<file path="src/rtl/deal_ctrl.sv">
// Blackjack round sequencer: pulls cards over a req/ack handshake, writes hand slots,
// tracks soft-ace hand values and runs player/dealer turns to a round result.
module deal_ctrl #(
   parameter int MAX_CARDS    = 5,
   parameter int DEALER_STAND = 17
) (
   input  logic       clk,
   input  logic       rst,
   input  logic       new_game,
   input  logic       hit,
   input  logic       stand,
   output logic       draw_req,
   input  logic       draw_ack,
   input  logic [1:0] src_symbol,
   input  logic [3:0] src_number,
   output logic       slot_we,
   output logic       slot_owner,
   output logic [2:0] slot_idx,
   output logic [1:0] card_symbol,
   output logic [3:0] card_number,
   output logic [4:0] player_value,
   output logic [4:0] dealer_value,
   output logic       player_turn,
   output logic [1:0] result
);

   typedef enum logic [3:0] {
      IDLE, DEAL_P1, DEAL_D1, DEAL_P2, DEAL_D2,
      PLAYER_TURN, PLAYER_DRAW, DEALER_TURN, DEALER_DRAW, DONE
   } state_t;

   localparam logic [3:0] MAX_V   = 4'(MAX_CARDS);
   localparam logic [4:0] STAND_V = 5'(DEALER_STAND);

   state_t     state, state_nx;
   logic [1:0] result_nx;
   logic [5:0] p_hard, d_hard, p_hard_add, d_hard_add, worth;
   logic       p_ace, d_ace, p_ace_add, d_ace_add;
   logic [2:0] p_cnt, d_cnt;
   logic [4:0] p_val_add;
   logic       card_ok, take, to_dealer;

   function automatic logic [5:0] card_worth(input logic [3:0] num);
      return (num >= 4'd10) ? 6'd10 : {2'b00, num};
   endfunction

   // An ace counts 11 only while that keeps the hard total at or below 21.
   function automatic logic [4:0] hand_value(input logic [5:0] hard, input logic ace);
      logic [5:0] v;
      v = (ace && hard <= 6'd11) ? hard + 6'd10 : hard;
      return (v > 6'd31) ? 5'd31 : v[4:0];
   endfunction

   function automatic logic is_draw(input state_t s);
      return s inside {DEAL_P1, DEAL_D1, DEAL_P2, DEAL_D2, PLAYER_DRAW, DEALER_DRAW};
   endfunction

   assign player_value = hand_value(p_hard, p_ace);
   assign dealer_value = hand_value(d_hard, d_ace);
   assign player_turn  = (state == PLAYER_TURN);

   always_comb begin
      card_ok    = (src_number >= 4'd1) && (src_number <= 4'd13);
      take       = draw_req && draw_ack && card_ok && is_draw(state);
      to_dealer  = state inside {DEAL_D1, DEAL_D2, DEALER_DRAW};
      worth      = card_worth(src_number);
      p_hard_add = p_hard + worth;
      d_hard_add = d_hard + worth;
      p_ace_add  = p_ace || (src_number == 4'd1);
      d_ace_add  = d_ace || (src_number == 4'd1);
      p_val_add  = hand_value(p_hard_add, p_ace_add);
      state_nx   = state;
      result_nx  = result;
      case (state)
         DEAL_P1:     if (take) state_nx = DEAL_D1;
         DEAL_D1:     if (take) state_nx = DEAL_P2;
         DEAL_P2:     if (take) state_nx = DEAL_D2;
         DEAL_D2:     if (take) state_nx = (player_value == 5'd21) ? DEALER_TURN : PLAYER_TURN;
         PLAYER_TURN: begin
            if (stand)    state_nx = DEALER_TURN;
            else if (hit) state_nx = PLAYER_DRAW;
         end
         PLAYER_DRAW: begin
            if (take) begin
               if (p_val_add > 5'd21) begin
                  state_nx  = DONE;
                  result_nx = 2'd2;
               end else if ({1'b0, p_cnt} + 4'd1 == MAX_V) begin
                  state_nx = DEALER_TURN;
               end else begin
                  state_nx = PLAYER_TURN;
               end
            end
         end
         DEALER_TURN: begin
            if (dealer_value < STAND_V && {1'b0, d_cnt} < MAX_V) begin
               state_nx = DEALER_DRAW;
            end else begin
               state_nx = DONE;
               if (dealer_value > 5'd21 || player_value > dealer_value) result_nx = 2'd1;
               else if (player_value < dealer_value)                    result_nx = 2'd2;
               else                                                     result_nx = 2'd3;
            end
         end
         DEALER_DRAW: if (take) state_nx = DEALER_TURN;
         default: ;
      endcase
      if (new_game) begin
         state_nx  = DEAL_P1;
         result_nx = 2'd0;
      end
   end

   always_ff @(posedge clk) begin
      if (rst) begin
         state       <= IDLE;
         result      <= 2'd0;
         draw_req    <= 1'b0;
         slot_we     <= 1'b0;
         slot_owner  <= 1'b0;
         slot_idx    <= 3'd0;
         card_symbol <= 2'd0;
         card_number <= 4'd0;
         p_hard      <= 6'd0;
         d_hard      <= 6'd0;
         p_ace       <= 1'b0;
         d_ace       <= 1'b0;
         p_cnt       <= 3'd0;
         d_cnt       <= 3'd0;
      end else begin
         state    <= state_nx;
         result   <= result_nx;
         slot_we  <= 1'b0;
         // Request drops for the write cycle, giving at most one slot write per two cycles.
         draw_req <= is_draw(state_nx) && !take && !new_game;
         if (new_game) begin
            p_hard <= 6'd0;
            d_hard <= 6'd0;
            p_ace  <= 1'b0;
            d_ace  <= 1'b0;
            p_cnt  <= 3'd0;
            d_cnt  <= 3'd0;
         end else if (take) begin
            slot_we     <= 1'b1;
            slot_owner  <= to_dealer;
            slot_idx    <= to_dealer ? d_cnt : p_cnt;
            card_symbol <= src_symbol;
            card_number <= src_number;
            if (to_dealer) begin
               d_hard <= d_hard_add;
               d_ace  <= d_ace_add;
               d_cnt  <= d_cnt + 3'd1;
            end else begin
               p_hard <= p_hard_add;
               p_ace  <= p_ace_add;
               p_cnt  <= p_cnt + 3'd1;
            end
         end
      end
   end

endmodule

</file>
<file path="config.mk">
export PLATFORM = sky130hd
export DESIGN_NAME = deal_ctrl
export DESIGN_NICKNAME = d
export VERILOG_FILES = /design/src/rtl/deal_ctrl.sv
export SDC_FILE = /design/constraint.sdc
export NUM_CORES = 1
export LEC_CHECK = 0
export CORE_UTILIZATION = 45
export CTS_BUF_LIST = sky130_fd_sc_hd__clkbuf_4 sky130_fd_sc_hd__clkbuf_8
export DETAILED_ROUTE_END_ITERATION = 7
export PLACE_DENSITY = 0.68
export SLEW_MARGIN = 20
export SYNTH_ARGS = -nofsm -noshare
export SYNTH_HDL_FRONTEND = slang
export SYNTH_SLANG_ARGS = --single-unit
</file>
<file path="constraint.sdc">
create_clock -name clk -period 3.7 [get_ports clk]
set_input_delay 0.555 -clock clk [delete_from_list [all_inputs] [get_ports clk]]
set_output_delay 0.555 -clock clk [all_outputs]
set_load 0.01 [all_outputs]
</file>
### After elaboration in Yosys (flattened, before gate mapping)

Index checks and enable logic that the tools add are counted.

* bitwise operators: 2
* reductions and logical operators: 24
* order comparisons: 15
* muxes and demuxes: 29
* add/sub/neg operators: 8
* equal/unequal tests: 20

Operators by type and width (count)
* 4-bit 2-to-1 mux: 11
* 4-bit case mux with 8 select lines: 1
* 4-bit by 3-bit equality test with 1-bit output, second input constant: 7
* 6-bit by 4-bit adder with 6-bit output, second input constant: 3
* 6-bit by 5-bit > comparator with 1-bit output, second input constant: 3
* 6-bit by 4-bit less-or-equal comparator with 1-bit output, second input constant: 3
* 6-bit 2-to-1 mux: 3
* 4-bit by 2-bit equality test with 1-bit output, second input constant: 4
* 5-bit 2-to-1 mux: 3
* 6-bit by 4-bit adder with 6-bit output: 2
* 4-bit by 1-bit equality test with 1-bit output, second input constant: 3
* 2-bit 2-to-1 mux: 6
* 6-bit nonzero test: 2
* 5-bit > comparator, second input constant: 2
* 1-bit logical AND: 10
* 4-bit equality test, second input constant: 2
* 3-bit by 1-bit adder with 3-bit output, second input constant: 2
* 2-bit AND reduction: 3
* 5-bit equality test, second input constant: 1
* 5-bit > comparator: 1
* 5-bit less-than comparator: 1
* 5-bit less-than comparator, second input constant: 1
* 3-bit by 1-bit adder with 4-bit output, second input constant: 1
* 4-bit by 1-bit greater-or-equal comparator with 1-bit output, second input constant: 1
* other kinds (15): 22

* bits in registers: 38
* bits of input ports: 12
* output and inout bits: 25

### Depth between registers and ports, before layout

Gate-level depths: netlist of the first run.

* depth after elaboration: 17
* mapped depth: 14
* gate-level depth less buffers: 14

### Least setup slack after synthesis of the first run

Ideal clock, no wire load.

* kind: input to register
* start: input src_number[1]
* end: register draw_req
* stages: 14
* setup slack: 0.459 ns
* setup time: 0.074 ns
* arrival time: 3.167 ns
* cells stage by stage: o21ai_0 > and2_1 > ha_1 > fa_1 > xnor2_1 > xnor2_1 > ha_1 > a21oi_1 > a2bb2oi_1 > a221oi_2 > o211ai_2 > a31oi_2 > a211o_1 > a31oi_1

* longest elaborated chain between the ends: 17
* elaborated cells between the ends (all ways): 36

Ends and longest elaborated chain
* from (decl): line 15 `input logic [3:0] src_number,`
* 4-bit greater-or-equal comparator: line 44 `return (num >= 4'd10) ? 6'd10 : {2'b00, num};`
* 4-bit 2-to-1 mux (*): line 44
* 6-bit by 4-bit adder with 6-bit output (*): line 67 `p_hard_add = p_hard + worth;`
* net p_hard_add[2]: line 37 `logic [5:0] p_hard, d_hard, p_hard_add, d_hard_add, worth;`
* 6-bit by 4-bit less-or-equal comparator with 1-bit output: line 50 `v = (ace && hard <= 6'd11) ? hard + 6'd10 : hard;`
* 1-bit logical AND: line 50
* 6-bit 2-to-1 mux (*): line 50
* 6-bit by 5-bit > comparator with 1-bit output: line 51 `return (v > 6'd31) ? 5'd31 : v[4:0];`
* 5-bit 2-to-1 mux (*): line 51
* 5-bit > comparator (*): line 85 `if (p_val_add > 5'd21) begin`
* 4-bit 2-to-1 mux (*): line 85
* 4-bit 2-to-1 mux (*): line 84 `if (take) begin`
* 4-bit case mux with 8 select lines (*): line 74 `case (state)`
* 4-bit 2-to-1 mux (*): line 108 `if (new_game) begin`
* 4-bit by 1-bit equality test with 1-bit output, or another cell as far along: line 55 `return s inside {DEAL_P1, DEAL_D1, DEAL_P2, DEAL_D2, PLAYER_DRAW, DEALER_DRAW};`
* 6-bit nonzero test (*): line 55
* 1-bit logical AND (*) (2 in series): line 135 `draw_req <= is_draw(state_nx) && !take && !new_game;`
* to (signal assigned): line 135
* to (decl): line 12 `output logic draw_req,`

Mark *: on every way through the listed nets, which the timed path passes. The rest lies on a longest branch.
A chain may end at the register's enable or synchronous reset.

### Final worst setup path of the first run

Ends and elaborated chain as after synthesis.

==> flow_summary.ini, run 1 <==
[status]
status = finished, final reports clean

[yosys]
ys_seq_area_share_pct = 28.1
yosys-top-cells-area = dfxtp_1, ha_1, nor2_1, a21oi_1, mux2i_1
synth_top_flop_cell = dfxtp_1
ys_ff_latch = 38
synth_area_um2 = 2710
synth_edf_count = 0
yosys-top-cells-count = nor2_1, dfxtp_1, a21oi_1
synth-async-reset-ratio_pct = 0
ys_warn_count = 0
synth_top_area_share_pct = 28.1
avgSynthCellArea_um2 = 7.93
synth.most_common_cell = nor2_1
yosysUniqueCellTypes = 60
synth_cells = 341
yosys.area.top_type = dfxtp_1
syn_nets = 372

[detailed_routing]
wl_per_cell_um = 15.5
via_per_inst = 5.68
first_iter_violations = 114
drt_wl_total_um = 7030
met3_length_um = 276
highest_layer = met4
vias = 2579
wl_met2_um = 3250
drc = 0
drt.antenna.violating_nets = 0
wl_met1_um = 3360
drt_pass1_iterations = 5

[clock_network]
postCtsHoldBufs = 0
clock_latency_ns = 0.30
clkSinkCount = 38
cts_made_buffers = 5
path_clk_slew_ns = 0.08
root_buffer = clkbuf_8
cts_max_path_buffers = 2
cts_tree = yes
htreeDepth = 2
post_cts_buffers = 0

[cells_and_area]
fin_nets = 412
fin_area_um2 = 3370
drive_gt1_share_pct = 11.8
final_util_pct = 59.7
diodes = 0
area_growth_pct = 24.6
nFillCells = 532

[timing]
layout_setup_ws_ns = 0.146
slew_violations = 0
finalSetupTns_ns = 0
tightest_slew_ns = 0.732
finalHoldViolations = 0
rsz0062_at_grt = false
fin_crit_ns = 3.55
finalCritPeriodShare_pct = 96.1
slew_headroom_pct = 51.2
fin_skew_ns = 0.00665
max_freq_mhz = 281
setup_violations = 0

[die]
die_w_um = 79.5
row_count = 27
dieArea_um2 = 6330
coreArea_um2 = 5640
start_util_pct = 47.9
io-pin-count = 37
dieHeight_um = 79.5

[power]
netSwitchingFraction_pct = 23.2
p_per_area_nw_per_um2 = 281
p_leak_nw = 1.30
pwr-share-clk_pct = 45.5
pwr-share-comb_pct = 10.4
power_mw = 0.946
vdd_drop_max_uv = 330
p_switching_mw = 0.220
power_frac_seq_pct = 44.1
p_int_mw = 0.727

[critical_path]
crit_required_ns = 3.93
cp-startpoint = src_number[1]
worstReg2RegEnd = draw_req$_SDFF_PP0_
reg2reg_depth = 12
critPathLaunchType = input port
crit_fanout = 4
r2r-start = p_hard[0]$_SDFFE_PP0P_
crit_arrival_ns = 3.78
r2r_setup_slack_ns = 0.77
worstSetupEndpoint = draw_req$_SDFF_PP0_
path_class = in2reg
end_kind = flip-flop

[global_route]
grt_overflow_total = 0
grtUsageTotal_pct = 22.5
grt_pass1_vias = 2271
grt_pass1_wl_um = 10900
antenna_found_initial = 0
grt_max_degree = 26

[placed_design]
pre_cts_ws_ns = -0.263
dp_hpwl_um = 5160
gp_congestion = 0.934
io_buffers = 36
placed_area_um2 = 3190

[worst_hold_path]
min_path_cells = 2
hold_class = reg2reg

[job]
maxCapViolCount = 0
-- sequential cells by signal, summed over array words and instances (netlist names) --
signal	flops
slot_owner	1
p_ace	1
card_number	4
result	2
d_hard	6
p_hard	6
draw_req	1
state	4
card_symbol	2
d_ace	1
slot_idx	3
p_cnt	3
slot_we	1
d_cnt	3
-- through the flow --
step,cells,hold slack [ns]
2_1_floorplan,341,0.462
3_3_place_gp,446,0.477
3_5_place_dp,446,0.482
4_1_cts,454,0.502
5_1_grt,454,0.533
6_report,454,0.502
-- cell families after synthesis --
family	share of synthesized area (%)
multiplexers	4.86
XOR/XNOR	5.18
buffers and inverters	5.04
AND/OR/NAND/NOR	24.1
flip-flops	28.1
adder cells (fa/ha/maj)	10.9
AO/OA/AOI/OAI	21.7
-- power groups by stage --
stage                     logic (mW)  registers (mW)  clock network [mW]
after CTS                     0.0926           0.417               0.436
after global placement        0.0906           0.427                   0
after floorplan               0.0534           0.424                   0
after detailed placement      0.0918           0.427                   0
after global routing           0.106           0.418               0.457
final                         0.0984           0.417               0.430
-- cell type report --
class                           instances  area [um^2]  area share [%]
Multi-Input combinational cell        270         1850            55.0
Sequential cell                        38          761            22.6
Timing Repair Buffer                   51          473            14.0
Tap cell                               72         90.1            2.67
Clock buffer                            5         68.8            2.04
Clock inverter                          3         68.8            2.04
Inverter                               15         56.3            1.67
-- placed cells by master (no fill, tap or decap), types with 2 or more instances in the layout --
cell type	instances
or3_1	6
and3b_1	2
a211oi_1	5
nand3_1	10
xor2_1	7
mux2i_1	12
inv_1	15
or2_2	4
bufinv_16	2
a21oi_2	2
and3_1	2
dfxtp_1	38
clkbuf_8	5
nor3_1	7
o21a_1	4
nor2_1	43
maj3_1	2
a21o_1	3
nand2_1	24
ha_1	16
nand2b_1	12
maj3_2	2
o21ai_0	18
o2111ai_1	2
clkdlybuf4s50_1	36
a31oi_1	3
xnor2_1	9
a21oi_1	30
and2_1	2
buf_4	15
nor2b_1	8
-- worst max-delay path, cell delays in order --
cell             delay [ns]
clkdlybuf4s50_1        0.48
o21ai_0                0.09
and2_1                 0.18
ha_2                   0.19
fa_2                   0.35
xnor2_1                0.14
xnor2_1                0.22
ha_1                   0.29
a21oi_2                0.14
a2bb2oi_2              0.21
a221oi_4               0.11
o211ai_2               0.25
a31oi_4                0.13
a211o_1                0.29
a31oi_1                0.16
-- per-layer routing --
| metal | up-vias | global-route usage [%] |
|---|---|---|
| met2 | 70 | 35.0 |
| met4 | 0 | 8.55 |
| met5 | - | 0 |
| met3 | 12 | 3.43 |
| met1 | 1208 | 31.0 |
| li1 | 1289 | - |
-- timing repair --
item                       4_1_cts  5_1_grt
gates resized for setup          0       10
setup endpoints to repair        0        4
hold endpoints to repair         0        0
-- how the worst min path moves through the flow --
stage	start	endpoint	slack, ns
final	card_number[1]$_SDFFE_PP0P_	card_number[1]$_SDFFE_PP0P_	0.50
after global routing	card_symbol[0]$_SDFFE_PP0P_	card_symbol[0]$_SDFFE_PP0P_	0.53
after CTS	card_number[1]$_SDFFE_PP0P_	card_number[1]$_SDFFE_PP0P_	0.50
after detailed placement	card_number[1]$_SDFFE_PP0P_	card_number[1]$_SDFFE_PP0P_	0.48
after global placement	card_number[1]$_SDFFE_PP0P_	card_number[1]$_SDFFE_PP0P_	0.48
after floorplan	p_hard[0]$_SDFFE_PP0P_	p_hard[0]$_SDFFE_PP0P_	0.46
(Power assumes the default switching activity.)
==> run 2, diff against run 1 <==
TNS_END_PERCENT = 10   (was not set)
==> results of run 2 <==
No change in the layout: final DEF, timing and power equal those of run 1.
